--- src/rtl/regram_port_arbiter.sv ---
// Round-robin arbiter sharing RAM port s2 among NUM_REQ requesters.
// Routes read data back to the issuing requester and supports locked read-modify-write.
module regram_port_arbiter #(
    parameter int NUM_REQ    = 4,
    parameter int ADDR_W     = 8,
    parameter int DATA_W     = 32,
    parameter int RD_LATENCY = 1
) (
    input  logic                             clk_currctrl_sys_ram_clk,
    input  logic                             reset_currctrl_sys_ram_reset_n,
    input  logic [NUM_REQ-1:0]               req_valid,
    input  logic [NUM_REQ-1:0]               req_write,
    input  logic [NUM_REQ-1:0]               req_lock,
    input  logic [NUM_REQ*ADDR_W-1:0]        req_addr,
    input  logic [NUM_REQ*DATA_W-1:0]        req_wdata,
    input  logic [NUM_REQ*(DATA_W/8)-1:0]    req_byteenable,
    output logic [NUM_REQ-1:0]               req_ready,
    output logic [NUM_REQ-1:0]               rsp_valid,
    output logic [DATA_W-1:0]                rsp_rdata,
    output logic [ADDR_W-1:0]                ram_address,
    output logic                             ram_chipselect,
    output logic                             ram_clken,
    output logic                             ram_write,
    output logic [DATA_W-1:0]                ram_writedata,
    output logic [(DATA_W/8)-1:0]            ram_byteenable,
    input  logic [DATA_W-1:0]                ram_readdata,
    output logic                             lock_owner_valid
);
    // Lock FSM
    //   state       | meaning
    //   ST_UNLOCKED | round-robin among all requesters
    //   ST_LOCKED   | only r_owner may be granted; r_tmo counts owner idle cycles down

    localparam int BE_W  = DATA_W / 8;
    localparam int IDX_W = (NUM_REQ > 1) ? $clog2(NUM_REQ) : 1;
    localparam logic [3:0] TMO_LOAD = 4'd15;

    typedef enum logic {ST_UNLOCKED, ST_LOCKED} lock_state_t;

    lock_state_t          r_state, w_state_nxt;
    logic [IDX_W-1:0]     r_owner, w_owner_nxt;
    logic [3:0]           r_tmo, w_tmo_nxt;
    logic [IDX_W-1:0]     r_last_grant;
    logic [IDX_W-1:0]     w_gnt_idx;
    logic                 w_gnt_found;
    logic [NUM_REQ-1:0]   w_ready;

    logic [ADDR_W-1:0]    w_addr_arr  [NUM_REQ];
    logic [DATA_W-1:0]    w_wdata_arr [NUM_REQ];
    logic [BE_W-1:0]      w_be_arr    [NUM_REQ];

    logic                 r_cs, r_we;
    logic [ADDR_W-1:0]    r_addr;
    logic [DATA_W-1:0]    r_wdata;
    logic [BE_W-1:0]      r_be;
    logic [RD_LATENCY:0]  r_tag_v;
    logic [IDX_W-1:0]     r_tag_id [RD_LATENCY+1];
    logic [DATA_W-1:0]    r_rdata_hold;
    logic                 w_rsp_fire;

    always_comb begin : p_unpack
        for (int i = 0; i < NUM_REQ; i++) begin
            w_addr_arr[i]  = req_addr[i*ADDR_W +: ADDR_W];
            w_wdata_arr[i] = req_wdata[i*DATA_W +: DATA_W];
            w_be_arr[i]    = req_byteenable[i*BE_W +: BE_W];
        end
    end

    // Search starts one past the last grant so every requester gets a turn.
    always_comb begin : p_arb
        logic [IDX_W-1:0] cand;
        cand        = '0;
        w_gnt_idx   = '0;
        w_gnt_found = 1'b0;
        if (r_state == ST_LOCKED) begin
            w_gnt_idx   = r_owner;
            w_gnt_found = req_valid[r_owner];
        end else begin
            for (int k = 1; k <= NUM_REQ; k++) begin
                cand = IDX_W'((int'(r_last_grant) + k) % NUM_REQ);
                if (!w_gnt_found && req_valid[cand]) begin
                    w_gnt_found = 1'b1;
                    w_gnt_idx   = cand;
                end
            end
        end
        w_ready = '0;
        if (w_gnt_found) w_ready[w_gnt_idx] = 1'b1;
    end

    always_comb begin : p_lock_nxt
        w_state_nxt = r_state;
        w_owner_nxt = r_owner;
        w_tmo_nxt   = r_tmo;
        case (r_state)
            ST_UNLOCKED: begin
                if (w_gnt_found && req_lock[w_gnt_idx]) begin
                    w_state_nxt = ST_LOCKED;
                    w_owner_nxt = w_gnt_idx;
                    w_tmo_nxt   = TMO_LOAD;
                end
            end
            ST_LOCKED: begin
                if (w_gnt_found) begin
                    if (!req_lock[w_gnt_idx]) w_state_nxt = ST_UNLOCKED;
                    else                      w_tmo_nxt   = TMO_LOAD;
                end else if (r_tmo == 4'd0) begin
                    w_state_nxt = ST_UNLOCKED;
                end else begin
                    w_tmo_nxt = r_tmo - 4'd1;
                end
            end
        endcase
    end

    always_ff @(posedge clk_currctrl_sys_ram_clk or negedge reset_currctrl_sys_ram_reset_n) begin
        if (!reset_currctrl_sys_ram_reset_n) begin
            r_state <= ST_UNLOCKED;
            r_owner <= '0;
            r_tmo   <= '0;
        end else begin
            r_state <= w_state_nxt;
            r_owner <= w_owner_nxt;
            r_tmo   <= w_tmo_nxt;
        end
    end

    always_ff @(posedge clk_currctrl_sys_ram_clk or negedge reset_currctrl_sys_ram_reset_n) begin
        if (!reset_currctrl_sys_ram_reset_n) begin
            r_last_grant <= IDX_W'(NUM_REQ - 1);
            r_cs         <= 1'b0;
            r_we         <= 1'b0;
            r_addr       <= '0;
            r_wdata      <= '0;
            r_be         <= '0;
            r_tag_v      <= '0;
            r_rdata_hold <= '0;
            for (int s = 0; s <= RD_LATENCY; s++) r_tag_id[s] <= '0;
        end else begin
            r_cs <= w_gnt_found;
            r_we <= w_gnt_found & req_write[w_gnt_idx];
            if (w_gnt_found) begin
                r_last_grant <= w_gnt_idx;
                r_addr       <= w_addr_arr[w_gnt_idx];
                r_wdata      <= w_wdata_arr[w_gnt_idx];
                r_be         <= w_be_arr[w_gnt_idx];
            end
            // Stage 0 lines up with ram_chipselect; the last stage with ram_readdata.
            r_tag_v     <= {r_tag_v[RD_LATENCY-1:0], w_gnt_found & ~req_write[w_gnt_idx]};
            r_tag_id[0] <= w_gnt_idx;
            for (int s = 1; s <= RD_LATENCY; s++) r_tag_id[s] <= r_tag_id[s-1];
            if (w_rsp_fire) r_rdata_hold <= ram_readdata;
        end
    end

    assign w_rsp_fire = r_tag_v[RD_LATENCY];

    always_comb begin : p_rsp
        for (int i = 0; i < NUM_REQ; i++)
            rsp_valid[i] = w_rsp_fire && (r_tag_id[RD_LATENCY] == IDX_W'(i));
    end

    assign req_ready        = w_ready;
    assign rsp_rdata        = w_rsp_fire ? ram_readdata : r_rdata_hold;
    assign ram_address      = r_addr;
    assign ram_chipselect   = r_cs;
    assign ram_clken        = 1'b1;
    assign ram_write        = r_we;
    assign ram_writedata    = r_wdata;
    assign ram_byteenable   = r_be;
    assign lock_owner_valid = (r_state == ST_LOCKED);

endmodule

--- config.mk ---
export PLATFORM = sky130hd
export DESIGN_NAME = regram_port_arbiter
export DESIGN_NICKNAME = d
export VERILOG_FILES = /design/src/rtl/regram_port_arbiter.sv
export SDC_FILE = /design/constraint.sdc
export NUM_CORES = 1
export LEC_CHECK = 0
export CAP_MARGIN = 20
export CORE_MARGIN = 5
export CORE_UTILIZATION = 42
export CTS_BUF_LIST = sky130_fd_sc_hd__clkbuf_8
export DETAILED_ROUTE_END_ITERATION = 12
export PLACE_DENSITY = 0.92
export SLEW_MARGIN = 20
export SYNTH_ARGS = -nofsm -noshare
export SYNTH_HDL_FRONTEND = slang
export SYNTH_SLANG_ARGS = --single-unit
export TNS_END_PERCENT = 30
--- constraint.sdc ---
create_clock -name clk_currctrl_sys_ram_clk -period 6 [get_ports clk_currctrl_sys_ram_clk]
set_clock_uncertainty 0.05 [all_clocks]
set_input_delay 0.9 -clock clk_currctrl_sys_ram_clk [delete_from_list [all_inputs] [get_ports clk_currctrl_sys_ram_clk]]
set_output_delay 0.9 -clock clk_currctrl_sys_ram_clk [all_outputs]
set_load 0.02 [all_outputs]
# == After elaboration in Yosys (flattened, before gate mapping) ==
# Index checks and enable logic that the tools add are counted.
# classes
addsub,5
mul,0
div,0
magnitude_cmp,8
n_eq_ne,6
shifts,0
muxes,50
bitwise,5
n_reduce_logical,16
# ops
op,n
$mux W32,3
$bmux W32 S2,1
$mux W4,7
$mux W1,20
$lt A2 B3 Y1 const B,6
$bmux W8 S2,1
$mux W8,2
$bmux W1 S2,7
$mux W2,5
$logic_and A1 B1 Y1,9
$bmux W4 S2,1
$pmux W4 S2,1
$add A2 B1 Y2 const B,2
$add A2 B2 Y2 const B,2
$eq A2 B2 Y1 const B,2
$logic_not A4 Y1,1
$sub A4 B1 Y4 const B,1
$ge A3 B3 Y1 const B,1
$logic_not A1 Y1,3
$ne A3 B2 Y1 const B,1
$ne A3 B3 Y1 const B,1
$not A2 Y3,1
$reduce_and A3 Y1,1
$and A1 B1 Y1,2
8 further kinds,9
# word_totals
reg_bits,93
latch_bits,0
ramBits,0
romBits,0
out_inout_bits,88
elab_cells,103
mem_count,0

# == Longest topological paths before layout ==
# depth
depth_word,22
ltp_mapped,8

# == Least setup slack after synthesis ==
# No wires, ideal clock.
# synth_timing
path_type,input-to-output
startpoint,input port req_valid[3]
endpoint,output port req_ready[1]
arrival_time_ns,2.252
required_ns,5.050
path_slack_ns,2.798
stages,7
n_path_buf,3
path_cell_list,inv_2 > o32ai_1 > o31ai_4 > buf_6 > buf_6 > buf_6 > nor2_1
# synth_via
elab_chain_len,21
word_cells_on_any_way,35
# synth_rtl
element,line_no,text
start: declaration,11,"input logic [NUM_REQ-1:0] req_valid,"
$bmux W1 S2,81,if (!w_gnt_found && req_valid[cand]) begin
$mux W1 (implied by the code),81,
$mux W1,81,
$mux W1,75,if (r_state == ST_LOCKED) begin
$logic_not A1 Y1,81,
$logic_and A1 B1 Y1,81,
$mux W1,81,
$mux W1,75,
[... 5 more ...],n/a,
$logic_and A1 B1 Y1,81,
$mux W2,81,
$mux W2,75,
$lt A2 B3 Y1 (implied by the code) or $ge A2 B1 Y1 (tied branches),88,if (w_gnt_found) w_ready[w_gnt_idx] = 1'b1;
$logic_and A1 B1 Y1 (implied by the code),88,
$mux W1 (implied by the code),88,
$demux W1 S2,88,
$mux W4 *,88,
end: declaration,17,"output logic [NUM_REQ-1:0] req_ready,"
# Every way passes the cells marked *; elsewhere a longest branch is shown, timed or not. The select of a mux whose other input is x is not followed.

# == Final worst setup path ==
# layout_timing
startpoint,input port req_valid[3]
endpoint,output port req_ready[0]
# The elaborated chain is that of the path after synthesis.

==> qor.yml <==
outcome:
  status: "complete, no violations"
layout:
  num-nets-final: 924
  final_cell_mix: "clkdlybuf4s50_1, dfrtp_1, mux2i_1, mux2_2, a21oi_1"
  final_common_cell: "clkdlybuf4s50_1"
  antenna_cells: 0
  area_growth_pct: 66.0
  drive_above_1_share_pct: 19.0
synth:
  synth-main-ff-cell: "dfrtp_1"
  synth_nets: 627
  synth_cell_types: 44
  yosysTopAreaCell: "dfrtp_1"
  synth.avg_cell_area_um2: 12.6
  synth_top_area_share_pct: 44.9
  ys_seq_elements: 93
  yosys_warnings: 0
  syn_area_um2: 5070
  synth_cells: 403
  ys_async_sr_fraction_pct: 100
  synth_area_leaders: "dfrtp_1, mux2_2, mux2i_1"
  yosysSeqAreaShare_pct: 46.0
  synth_edf_count: 0
placed_design:
  hpwl_um: 13800
  io_buffers: 308
  place_ws_ns: 1.75
  globalplace.congestion: 0.911
pwr:
  internal_power_uw: 2560
  ir_drop_uv: 376
  seq_power_share_pct: 25.9
  switching_share_pct: 42.6
  power_frac_clock_pct: 9.1
  power_frac_comb_pct: 65.0
  p_leak_uw: 0.00341
  power_switching_uw: 1900
  pwr_density_cell_nw_per_um2: 530
sta:
  drv_slew: 0
  timing.slew.headroom_pct: 28.5
  worst_pin_slew_ns: 1.07
  hold_viol_final: 0
  fin_crit_sh_pct: 71.2
  min_period_ns: 4.27
  rsz0062_at_grt: "false"
  fin_ws_ns: 1.73
  fin_tns_setup_ns: 0
  fmax_ghz: 0.234
  setup_viol: 0
route:
  totalWireLength_um: 17300
  firstDrtPassIters: 4
  remaining_drc_errors: 0
  wl_met1_um: 6180
  wl_met3_um: 1460
  top_layer_used: "met4"
  wl_met2_um: 8950
  vias: 4488
  drtIter0Drc: 206
  antenna_left: 0
  viasPerCell: 5.27
  wire_per_inst_um: 20.3
grt:
  grt_overflow: 0
  grt_pass1_wl_um: 26500
  grt_usage_pct: 23.5
  antenna_found_initial: 0
  grt_max_degree: 58
  grt_pass1_vias: 5003
setup_path:
  r2r_end: "r_tmo[0]"
  crit_family: "buffers and inverters"
  cpPeakStageDelay_ns: 0.58
  worstSetupStartpointType: "input pin"
  cp_num_buf_inv: 3
  crit_chain: "clkdlybuf4s50_1 > mux4_2 > a32oi_4 > buf_4 > nor2_1 > clkdlybuf4s50_1"
  r2r_start: "r_last_grant[1]"
  arrival_ns: 3.32
  cp-end-kind: "output port"
  critPathKind: "input pin to output port"
  crit_required_ns: 5.05
  crit_fanout: 22
  cpMostUsedCell: "clkdlybuf4s50_1"
  slowest_stage: "clkdlybuf4s50_1"
  r2r_cells: 7
  regToRegSetupSlack_ns: 2.96
cts:
  cts.clk_slew.worst_paths_ns: 0.10
  cts_resized: 0
  insertion_delay_ns: 0.36
  cts_sinks: 93
  cts_tree: "done"
  postCtsSetupBuffers: 0
  h-tree-depth: 3
  root_buffer: "clkbuf_8"
  hold_buffers: 0
  clock_path_buffers: 2
  numCtsBuffers: 9
die:
  dieWidth_um: 120
  io_pins: 310
  core_area_um2: 11900
  die-height_um: 120
  start_util_pct: 42.6
  rows: 40
  die_area_um2: 14400
worst_hold_path:
  holdCritStartpoint: "r_tag_id[2]"
  worst_hold_path.endpoint: "r_tag_id[0]"
  whs_path_depth: 0
  hp-class: "flip-flop to flip-flop"
flow_run:
  drv_cap: 0
layout make-up:
class / instances / area (µm²)
repair buffers: 315 / 3130
well taps: 147 / 184
fillers: 820 / 3500
clock buffers: 10 / 138
flip-flops and latches: 93 / 2330
inverters: 8 / 30.0
clock inverters: 6 / 52.6
multi-input cells: 273 / 2540
cells by family (layout without fill, tap and decap cells):
logic type      count (synthesis)  count (layout)  share of synthesized area, %
simple gates                   31              31                          2.91
xor+xnor                        2               2                         0.346
flops                          93              93                          46.0
compound gates                107             107                          15.7
other cells                     1               1                        0.0740
mux                           130             130                          30.1
buf+inv                        37             339                          4.47
fa+ha+maj                       2               2                         0.494
flip-flops by register name (all words and copies together), names as in the netlist:
register and flops:
r_rdata_hold 32, ram_writedata 32, ram_address 8, r_tag_id 4, r_tmo 4, ram_byteenable 4
r_last_grant 2, r_owner 2, r_tag_v 2, lock_owner_valid 1, ram_chipselect 1, ram_write 1
layer usage:
metal  track usage [%]  vias up
met5                 0        -
met1              25.0     2122
met3              6.93       40
met4              10.7        0
met2              42.9      235
li1                  -     2091
how the worst max path moves through the flow:
stage	start	to	slack (ns)	cells after the start
detailed placement	req_valid[3]	req_ready[0]	1.75	6
global route	req_valid[3]	req_ready[0]	1.66	6
CTS	req_valid[3]	req_ready[0]	1.74	6
global placement	req_valid[3]	req_ready[0]	1.82	6
floorplan	req_valid[3]	req_ready[1]	2.80	7
finish	req_valid[3]	req_ready[0]	1.73	6
per-stage QoR:
stage / utilization [%] / total power, µW / instance area [µm²] / std cells / hold slack [ns]
global route: 70.6 / 4710 / 8410 / 852 / 0.307
CTS: 70.6 / 4500 / 8410 / 852 / 0.300
global placement: 69.0 / 3980 / 8220 / 836 / 0.284
floorplan: - / 3000 / 5070 / 403 / 0.281
detailed placement: 69.0 / 4080 / 8220 / 836 / 0.285
finish: 70.6 / 4460 / 8410 / 852 / 0.311
synth_stat cells (2+ instances only):
cell,n
dfrtp_1,91
mux2i_1,51
mux2_2,48
a21oi_1,44
mux2_4,30
o22ai_1,25
o22ai_2,20
nor2_1,12
clkbuf_1,10
buf_6,8
nand2_1,8
buf_2,7
inv_1,5
o22a_1,4
inv_2,3
nand2b_1,3
a21o_1,2
buf_4,2
dfstp_2,2
ha_1,2
o32ai_1,2
xor2_1,2
power groups by stage:
stage / Clock [µW] / Combinational (µW) / Sequential (µW)
3_5_place_dp: 0 / 2920 / 1160
5_1_grt: 443 / 3070 / 1200
4_1_cts: 420 / 2930 / 1150
6_report: 406 / 2900 / 1150
3_3_place_gp: 0 / 2840 / 1140
2_1_floorplan: 0 / 1710 / 1290
(Power assumes the default switching activity.)
